**config.mk**
```make
export PLATFORM = sky130hd
export DESIGN_NAME = cvxif_result_buffer
export DESIGN_NICKNAME = d
export VERILOG_FILES = /design/src/rtl/cvxif_result_buffer.sv
export SDC_FILE = /design/constraint.sdc
export NUM_CORES = 1
export LEC_CHECK = 0
export BUFFER_PORTS_ARGS = -buffer_cell sky130_fd_sc_hd__buf_2
export CAP_MARGIN = 20
export CORE_ASPECT_RATIO = 1.4
export CORE_MARGIN = 2
export CORE_UTILIZATION = 38
export DETAILED_ROUTE_END_ITERATION = 10
export HOLD_SLACK_MARGIN = 0.15
export PLACE_DENSITY_LB_ADDON = 0.15
export RECOVER_POWER = 100
export SETUP_SLACK_MARGIN = 0.4
export SYNTH_ARGS = -nofsm -noshare
export SYNTH_HDL_FRONTEND = slang
export SYNTH_SLANG_ARGS = --single-unit
```
**constraint.sdc**
```tcl
create_clock -name clk_i -period 3.2 [get_ports clk_i]
set_input_delay 0 -clock clk_i [delete_from_list [all_inputs] [get_ports clk_i]]
set_output_delay 0 -clock clk_i [all_outputs]
set_load 0.1 [all_outputs]
```
**src/rtl/cvxif_result_buffer.sv**
```systemverilog
// In-order buffer for CV-X-IF coprocessor results, feeding the scoreboard writeback port.
// The head entry is presented from registers. A flush discards every pending result.
module cvxif_result_buffer #(
    parameter int unsigned XLEN          = 32,
    parameter int unsigned NR_SB_ENTRIES = 8,
    parameter int unsigned DEPTH         = 4,
    localparam int unsigned TRANS_ID_W   = $clog2(NR_SB_ENTRIES),
    localparam int unsigned CNT_W        = $clog2(DEPTH + 1)
) (
    input  logic                  clk_i,
    input  logic                  rst_ni,
    input  logic                  flush_i,
    input  logic                  x_result_valid_i,
    output logic                  x_result_ready_o,
    input  logic [TRANS_ID_W-1:0] x_result_id_i,
    input  logic [XLEN-1:0]       x_result_data_i,
    input  logic                  x_result_we_i,
    input  logic                  x_result_exc_i,
    input  logic [5:0]            x_result_exccode_i,
    output logic                  wb_valid_o,
    input  logic                  wb_ready_i,
    output logic [TRANS_ID_W-1:0] wb_trans_id_o,
    output logic [XLEN-1:0]       wb_data_o,
    output logic                  wb_we_o,
    output logic                  wb_exc_valid_o,
    output logic [5:0]            wb_exc_cause_o,
    output logic [CNT_W-1:0]      count_o
);

    localparam int unsigned PTR_W = $clog2(DEPTH);
    localparam logic [CNT_W-1:0] DEPTH_C = CNT_W'(DEPTH);

    logic [TRANS_ID_W-1:0] id_q      [DEPTH];
    logic [XLEN-1:0]       data_q    [DEPTH];
    logic                  we_q      [DEPTH];
    logic                  exc_q     [DEPTH];
    logic [5:0]            exccode_q [DEPTH];

    logic [PTR_W-1:0] rd_ptr_q;
    logic [PTR_W-1:0] wr_ptr_q;
    logic [CNT_W-1:0] count_q;

    logic head_valid;
    logic push;
    logic pop;

    // Handshakes: a transfer happens on a rising edge where valid and ready are
    // both high; the producer holds valid and payload stable until accepted.
    // Popping the head frees a slot, so a full buffer still accepts in that cycle.
    assign head_valid       = (count_q != '0);
    assign pop              = head_valid & wb_ready_i;
    assign x_result_ready_o = rst_ni & ~flush_i & ((count_q < DEPTH_C) | pop);
    assign push             = x_result_valid_i & x_result_ready_o;

    always_ff @(posedge clk_i) begin
        if (!rst_ni) begin
            rd_ptr_q <= '0;
            wr_ptr_q <= '0;
            count_q  <= '0;
        end else if (flush_i) begin
            rd_ptr_q <= '0;
            wr_ptr_q <= '0;
            count_q  <= '0;
        end else begin
            if (push) begin
                wr_ptr_q <= wr_ptr_q + PTR_W'(1);
            end
            if (pop) begin
                rd_ptr_q <= rd_ptr_q + PTR_W'(1);
            end
            case ({push, pop})
                2'b10:   count_q <= count_q + CNT_W'(1);
                2'b01:   count_q <= count_q - CNT_W'(1);
                default: count_q <= count_q;
            endcase
        end
    end

    // Payload storage needs no reset: nothing is visible until count is non-zero.
    always_ff @(posedge clk_i) begin
        if (push) begin
            id_q[wr_ptr_q]      <= x_result_id_i;
            data_q[wr_ptr_q]    <= x_result_data_i;
            we_q[wr_ptr_q]      <= x_result_we_i;
            exc_q[wr_ptr_q]     <= x_result_exc_i;
            exccode_q[wr_ptr_q] <= x_result_exccode_i;
        end
    end

    // An excepting entry never writes rd and carries no data.
    always_comb begin
        wb_valid_o     = head_valid;
        wb_trans_id_o  = '0;
        wb_data_o      = '0;
        wb_we_o        = 1'b0;
        wb_exc_valid_o = 1'b0;
        wb_exc_cause_o = '0;
        if (head_valid) begin
            wb_trans_id_o  = id_q[rd_ptr_q];
            wb_exc_valid_o = exc_q[rd_ptr_q];
            if (exc_q[rd_ptr_q]) begin
                wb_exc_cause_o = exccode_q[rd_ptr_q];
            end else begin
                wb_data_o = data_q[rd_ptr_q];
                wb_we_o   = we_q[rd_ptr_q];
            end
        end
    end

    assign count_o = count_q;

endmodule

```
== Word-level counts from Yosys, hierarchy flattened ==
Memories as Yosys holds them, arrays and structs flattened. A register that Yosys moved wholly into a read port is not among the register bits.
Cells that the tools add are included.
Storage, ports and cells
  memories: 5
  bits in writable memories: 172
  input port bits: 48
  register bits: 7
  output and inout port bits: 48
Operators by class
  reduce and logical (&&, ||, !) cells: 3
  mux-type cells: 21
  add/sub/neg operators: 4
  equality and inequality tests: 2
  bitwise logic cells: 7
  $lt $le $gt $ge: 1
Memory list
  data_q: words 4, width 32, read ports 1, clocked after Yosys merged registers in 1, write ports 1, RTL line 34  | logic [XLEN-1:0] data_q [DEPTH];
  exccode_q: words 4, width 6, read ports 1, clocked after Yosys merged registers in 1, write ports 1, RTL line 37  | logic [5:0] exccode_q [DEPTH];
  id_q: words 4, width 3, read ports 1, clocked after Yosys merged registers in 1, write ports 1, RTL line 33  | logic [TRANS_ID_W-1:0] id_q [DEPTH];
  exc_q: words 4, width 1, read ports 1, clocked after Yosys merged registers in 1, write ports 1, RTL line 36  | logic exc_q [DEPTH];
  we_q: words 4, width 1, read ports 1, clocked after Yosys merged registers in 1, write ports 1, RTL line 35  | logic we_q [DEPTH];
Operators by type and width (count)
  32-bit two-way mux: 2
  2-bit two-way mux: 10
  6-bit two-way mux: 2
  3-bit case mux with 2 select lines: 1
  1-bit two-way mux: 5
  2-bit by 1-bit adder with 2-bit output (second input constant): 2
  1-bit bitwise AND: 4
  3-bit by 1-bit adder with 3-bit output (second input constant): 1
  3-bit < comparator (second input constant): 1
  3-bit two-way mux: 1
  3-bit nonzero test: 1
  3-bit by 1-bit subtractor with 3-bit output (second input constant): 1
  2-bit by 1-bit == test with 1-bit output (second input constant): 1
  2-bit == test (second input constant): 1
  1-bit inverter: 2
  2-bit nonzero test: 1
  2-bit OR reduction: 1
  1-bit OR: 1

== Logic depth before layout (Yosys ltp) ==
Gate-level depths: netlist of run 1.
  depth in word-level cells: 7
  mapped depth: 9
  gate-level depth less buffers: 8

== Worst setup path before layout of run 1 ==
OpenSTA, ideal clock, no wires.
  path type: register to output
  start: reg count_q[0] (netlist: count_o[0])
  end: out wb_exc_cause_o[0]
  arrival: 4238 ps
  stages on the path, launching flop included: 5
  path slack: -1038 ps
  cell sequence: dfxtp_1 nor3_2 inv_2 nand2_1 o32ai_1
Between the ends
  cells in the longest elaborated chain, start to end: 2
RTL lines
  start, declared: RTL line 41  | logic [CNT_W-1:0] count_q;
  start signal, assigned: RTL line 72  | 2'b10: count_q <= count_q + CNT_W'(1);
  start signal, assigned: RTL line 73  | 2'b01: count_q <= count_q - CNT_W'(1);
  start signal, assigned: RTL line 74  | default: count_q <= count_q;
  3-bit nonzero test: RTL line 50  | assign head_valid = (count_q != '0);
  via wb_valid_o: RTL line 20  | output logic wb_valid_o,
  6-bit two-way mux: RTL line 98  | if (head_valid) begin
  end, declared: RTL line 26  | output logic [5:0] wb_exc_cause_o,
The timed path passes the listed nets, and every way through them passes these cells.

== Worst setup path in the final report of run 1 ==
  start: reg count_q[0] (netlist: count_o[0])
  end: out wb_exc_cause_o[5]
Between the ends
  cells in the longest elaborated chain, start to end: 2
RTL lines (RTL line)
  3-bit nonzero test: 50
  6-bit two-way mux: 98
No other way between the ends.

==> results of run 1 <==
## timing repair
item | in CTS | in global routing
endpoints found under the setup margin | 0 | 0
hold buffers | 51 | 0
hold endpoints to repair | 181 | 0
## kinds of logic after synthesis
family / count (synthesis) / share of synthesized area (%)
XOR/XNOR: 4 / 0.468
AO/OA/AOI/OAI: 45 / 8.13
multiplexers: 85 / 12.6
AND/OR/NAND/NOR: 65 / 3.98
flip-flops: 181 / 71.5
adder cells (fa/ha/maj): 6 / 1.10
buffers and inverters: 32 / 2.26
## synth_stat cells (3+ instances only)
cell type  count  share of area, %
nand2_1       42               2.1
nor2_1         6              0.30
buf_6          4              0.60
edfxtp_1     172                69
clkbuf_1       9              0.45
ha_1           5              0.84
and2_1         8              0.67
xor2_1         3              0.35
mux4_2         3              0.90
o32ai_2       30               6.5
buf_2         12              0.80
o32ai_1        9               1.1
inv_1          4              0.20
mux2_2        39               5.9
dfxtp_1        9               2.4
mux2i_1       42               5.6
## per-layer routing
metal  up-vias  wire length [um]
met4         0               195
met3        17               619
met2        81              8480
met5         -                 0
li1       1951                 -
met1      2102              6540
## state kept, by name, summed over array words and instances (netlist names), named ones only
signal and count:
wr_ptr_q 2, exc_q 4, exccode_q 24, rd_ptr_q 2
count_o 3, data_q 128, id_q 12, we_q 4
## final cells by class
cell class | instances | area, um2 | share of cell area (%)
tap | 248 | 310 | 3.20
timing repair buffer | 158 | 1500 | 15.5
multi-input combinational | 205 | 1870 | 19.3
clock buffer | 18 | 429 | 4.43
sequential | 181 | 5360 | 55.3
clock inverter | 14 | 209 | 2.16
inverter | 5 | 18.8 | 0.194
## through the flow
stage,instances,utilization (%),cell area (um2)
finish,829,50.2,9690
global route,829,50.2,9690
CTS,829,53.5,10300
detailed placement,746,47.5,9170
global placement,746,47.5,9170
floorplan,418,-,7910
## path summary, 6_finish.rpt
check / start / end
setup / recovery: count_o[0] / wb_exc_cause_o[5]
hold / removal: x_result_data_i[7] / data_q[1][7]
setup reg to reg: count_o[2] / data_q[3][3]
hold reg to reg: wr_ptr_q[0] / wr_ptr_q[0]
## power groups by stage
| stage | combinational (uW) | clock [uW] | sequential (uW) |
|---|---|---|---|
| floorplan | 133 | 0 | 2680 |
| global placement | 224 | 0 | 2680 |
| detailed placement | 229 | 0 | 2680 |
| CTS | 278 | 2280 | 2630 |
| global route | 260 | 2360 | 2630 |
| finish | 243 | 2220 | 2630 |
==> summary.md, run 1 <==
| Metric | Value |
|---|---|
| Outcome | `finished clean` |
| P_sw | `between 1000 and 1500 uW` |
| Row count | `60` |
| CP Launch Type | `flip-flop` |
| Post_cts resized | `0` |
| Die width | `123 um` |
| Worst Path Required | `3.20 ns` |
| Root Buffer | `clkbuf_16` |
| Routed wire length | `between 15 and 20 mm` |
| Remaining DRCs | `0` |
| Post-DRT Antenna Nets | `0` |
| Top_reg_cell synth | `edfxtp_1` |
| CTS clk-pin slew, worst paths | `~0.060 ns` |
| Sequential power share | `51.6%` |
| Leak Pwr | `between 0.002 and 0.003 uW` |
| Synthesized area per cell | `between 15 and 20 um2` |
| Met3 Usage GRT | `4.16%` |
| Max Slew Vio Count | `0` |
| Layout net count | `622` |
| Drt pass-1 iters | `4` |
| Antenna Cells | `0` |
| EDFF count, synth | `172` |
| Warnings from Yosys | `0` |
| Worst-margin pin slew | `1.24 ns` |
| Max-Cap Viols | `0` |
| Final Skew | `~0.0050 ns` |
| DR WL/cell | `19.1 um` |
| CP max-delay cell | `clkbuf_1` |
| CP delay by family, top | `buffers and inverters` |
| Gr usage total | `15.9%` |
| Critical path type | `flip-flop to primary output` |
| Global Route met2 Usage | `28.0%` |
| Part of the power in combinational logic | `4.8%` |
| FF-to-FF path depth | `4` |
| Final HPWL DP | `9.55 mm` |
| Tmin final | `2.78 ns` |
| Vias in the first global route | `4400` |
| Worst Hold Depth | `2` |
| Commonest non-fill, non-tap cell in the layout | `edfxtp_1` |
| Clock Tree Buf Depth | `2` |
| CP max FO | `7` |
| Pre-CTS WS | `roughly 1.1 ns` |
| Met1 usage | `roughly a fifth` |
| Hold Slack | `0.362 ns` |
| Hold Vio Cnt, Final | `0` |
| Switching Share | `19.7%` |
| Peak supply drop | `0.351 mV` |
| Gr busiest metal | `met2` |
| Internal power | `4090 uW` |
| RD Place Congestion | `0.719` |
| Critical path depth | `5` |
| HP Class | `input port to flip-flop` |
| Final Setup Violations | `0` |
| Post-CTS Setup Bufs | `0` |
| Routed vias | `4151` |
| Core area | `0.0193 mm2` |
| Pin count of the biggest net entering global routing | `45` |
| H-Tree Depth | `4` |
| Later-pin clock latency in the skew report | `0.43 ns` |
| CTS tree | `done` |
| I/O Pins | `96` |
| Initial DRC count | `224` |
| R2R Setup Slk | `~0.57 ns` |
| P&R area growth vs syn | `29.5%` |
| Filler cells | `1649` |
| GR Overflow Total | `0` |
| Synth Cell Area | `0.00748 mm2` |
| Post-synth ARST share | `0%` |
| Critical Path AT | `2.78 ns` |
| Vias per cell | `5.01` |
| Chip Height | `approximately 170 um` |
| Fraction of layout instances using a drive strength above 1 | `between 20% and 30%` |
| Die area | `0.0208 mm2` |
| Synthesized instance count | `between 400 and 500` |
| Buffers on Ports | `95` |
| Seq/Total Area, Yosys | `between 70 and 80%` |
| Bufs and invs on worst path | `2` |
| CP Capture Type | `primary output` |
| Syn_nets | `472` |
| RSZ-0062 raised after global routing | `false` |
| Clock sinks | `~180` |
| #FFs+latches synth | `181` |
| Cell Pwr Density | `525 mW/mm2` |
| Peak Freq | `between 300 and 400 MHz` |
| Design Power | `5090 uW` |
| Initial Utilization | `38.8%` |
| Period utilization | `between 80% and 90%` |
| Initial antenna violation count | `0` |
| Part of the power in the clock network | `a little over two fifths` |
| Commonest non-fill, non-tap cells in the layout | `edfxtp_1, clkbuf_1, dlygate4sd3_1` |
| Global-route wire length before repair | `around 24 mm` |
| Fin worst setup slack | `0.424 ns` |
| CTS Buf Count | `17` |
| Synth cell types | `35` |
| Worst-path cell chain | `nor3_2, inv_2, nand2_1, o32ai_2, clkbuf_1` |
| TNS Setup | `0 ns` |
| Relative slew slack | `18.0%` |
| CP max stage delay | `0.91 ns` |
Power figures use the tool's default switching activity.
==> run 2, diff against run 1 <==
Settings changed: MAX_ROUTING_LAYER from default to met4.
==> run 2 against run 1 <==
  * Via count increased by 0.31%
  * First-iteration DRC count decreased by 15%
  * Final area about the same
  * Critical path depth unchanged
  * Critical path type unchanged
  * Largest cell class unchanged
==> summary.md, run 2 (same netlist as run 1, synthesis figures left out) <==
| Metric | Value |
|---|---|
| Switching Share | `19.6% (about the same)` |
| Routed wire length | `15.8 mm (-0.32%)` |
| CTS Buf Count | `17 (unchanged)` |
| Outcome | `finished clean` |
| Largest registers | `data_q x128, exccode_q x24, id_q x12` |
| Max reg flops | `128 (unchanged)` |
| P&R area growth vs syn | `29.5% (about the same)` |
| TNS Setup | `0 ns (unchanged)` |
| Later-pin clock latency in the skew report | `0.43 ns (about the same)` |
| Design Area, Final | `0.00969 mm2 (about the same)` |
| Final HPWL DP | `9.55 mm (unchanged)` |
| Commonest non-fill, non-tap cell in the layout | `edfxtp_1` |
| CP max FO | `7 (unchanged)` |
| Clock Tree Buf Depth | `2 (unchanged)` |
| Placed Area | `0.00917 mm2 (unchanged)` |
| I/O Pins | `96 (unchanged)` |
| Final core utilization | `50.2% (about the same)` |
| Final Skew | `0.00461 ns (-0.000349 ns)` |
| Part of the power in combinational logic | `4.8% (about the same)` |
| Fin worst setup slack | `0.446 ns (+0.0213 ns)` |
| Core area | `0.0193 mm2 (unchanged)` |
| RSZ-0062 raised after global routing | `false` |
| Routed vias | `4164 (+0.31%)` |
| Gr usage total | `16.4% (+0.48 points)` |
| Max Slew Vio Count | `0 (unchanged)` |
| Cell Pwr Density | `525 mW/mm2 (about the same)` |
| CP Capture Type | `primary output` |
| Critical Path AT | `2.75 ns (-0.03 ns)` |
| DR WL/cell | `19.0 um (-0.44%)` |
| Filler cells | `1650 (+0.061%)` |
| Sequential power share | `51.6% (about the same)` |
| Chip Height | `170 um (unchanged)` |
| Leak Pwr | `0.00299 uW (about the same)` |
| Worst-margin pin slew | `1.23 ns (-0.00903 ns)` |
| Critical path type | `flip-flop to primary output` |
| Vias in the first global route | `4398 (-0.045%)` |
| CP max stage delay | `0.91 ns (about the same)` |
| Internal power | `4090 uW (about the same)` |
| RD Place Congestion | `0.727 (+1.2%)` |
| Final Setup Violations | `0 (unchanged)` |
| Non-Filler Instances | `830 (+0.12%)` |
| Buffers on Ports | `95 (unchanged)` |
| Row count | `60 (unchanged)` |
| Hold Vio Cnt, Final | `0 (unchanged)` |
| Part of the power in the clock network | `43.6% (about the same)` |
| Initial Utilization | `38.8% (unchanged)` |
| Die width | `123 um (unchanged)` |
| Worst Path Required | `3.20 ns (about the same)` |
| CP max-delay cell | `clkbuf_1` |
| Drt pass-1 iters | `4 (unchanged)` |
| Commonest non-fill, non-tap cells in the layout | `edfxtp_1, clkbuf_1, dlygate4sd3_1` |
| HP Class | `input port to flip-flop` |
| P_sw | `999 uW (about the same)` |
| H-Tree Depth | `4 (unchanged)` |
| Layout net count | `622 (unchanged)` |
| Worst-path cell chain | `nor3_2, inv_2, nand2_1, o32ai_2, clkbuf_1` |
| Peak Freq | `363 MHz (+0.77%)` |
| Post-DRT Antenna Nets | `0 (unchanged)` |
| Largest Register | `data_q` |
| Max-Cap Viols | `0 (unchanged)` |
| Period utilization | `86.1% (-0.66 points)` |
| Peak supply drop | `0.352 mV (+0.12%)` |
| Placed cells | `746 (unchanged)` |
| Tmin final | `2.75 ns (-0.0213 ns)` |
| Relative slew slack | `18.6% (+0.60 points)` |
| Vias per cell | `5.02 (+0.19%)` |
| Pin count of the biggest net entering global routing | `45 (unchanged)` |
| Clock sinks | `181 (unchanged)` |
| Initial antenna violation count | `1 (+1)` |
| CTS tree | `done` |
| Root Buffer | `clkbuf_16` |
| CP Launch Type | `flip-flop` |
| CTS clk-pin slew, worst paths | `0.07 ns (about the same)` |
| Global-route wire length before repair | `24.4 mm (unchanged)` |
| Die area | `0.0208 mm2 (unchanged)` |
| Remaining DRCs | `0 (unchanged)` |
| Initial DRC count | `190 (-15%)` |
| GR Overflow Total | `0 (unchanged)` |
| Pre-CTS WS | `1.07 ns (unchanged)` |
| Fraction of layout instances using a drive strength above 1 | `24.4% (unchanged)` |
## run 2: cell count changes in the layout (fill, tap and decap cells not counted)
cell,change
diode_2,+1
## run 2: worst paths after layout
kind / slack [ns] / from / depth (start not counted) / endpoint
max: 0.45 / count_o[0] / 5 / wb_exc_cause_o[5]
min: 0.36 / x_result_exccode_i[3] / 2 / exccode_q[2][3]
max reg2reg: 0.56 / count_o[2] / 4 / data_q[3][3]
min reg2reg: 0.52 / wr_ptr_q[0] / 2 / wr_ptr_q[0]
## run 2: critical path: cells and delay by family (launching register included)
kind,cells,cell delay [ns]
AOI/OAI and AO/OA,1,0.39
buffers and inverters,2,1.06
DFF,1,0.48
and+or+nand+nor,2,0.39
## run 2: layout make-up
class	count	area (um2)	share of cell area [%]
Clock inverter	14	209	2.16
Clock buffer	18	429	4.43
Timing Repair Buffer	158	1500	15.5
Sequential cell	181	5360	55.3
Tap cell	248	310	3.20
Multi-Input combinational cell	205	1870	19.3
Antenna cell	1	2.50	0.0258
Inverter	5	18.8	0.194
## run 2: timing repair
item | in CTS | in global routing
buffers inserted | 0 | 0
hold buffers | 51 | 0
endpoints found under the setup margin | 0 | 0
gates resized for setup | 0 | 0
endpoints found under the hold margin | 181 | 0
## run 2: metrics by stage
stage               total power (uW)  hold slack [ns]
floorplan                       2810           0.0989
global placement                2900            0.210
detailed placement              2910            0.217
CTS                             5180            0.302
global route                    5250            0.374
finish                          5090            0.361
## run 2: routing by layer
metal  routed length, um  GRT usage (%)  vias to the layer above
met1                6590           19.0                     2121
met4                 128           4.80                        0
met5                   0              -                        -
met2                8520           28.1                       78
li1                    -              -                     1954
met3                 550           3.89                       11
## run 2: power groups by stage
stage / Clock (uW) / Sequential, uW / Combinational [uW]
floorplan: 0 / 2680 / 133
global placement: 0 / 2680 / 224
detailed placement: 0 / 2680 / 229
CTS: 2280 / 2630 / 278
global route: 2360 / 2630 / 260
finish: 2220 / 2630 / 243
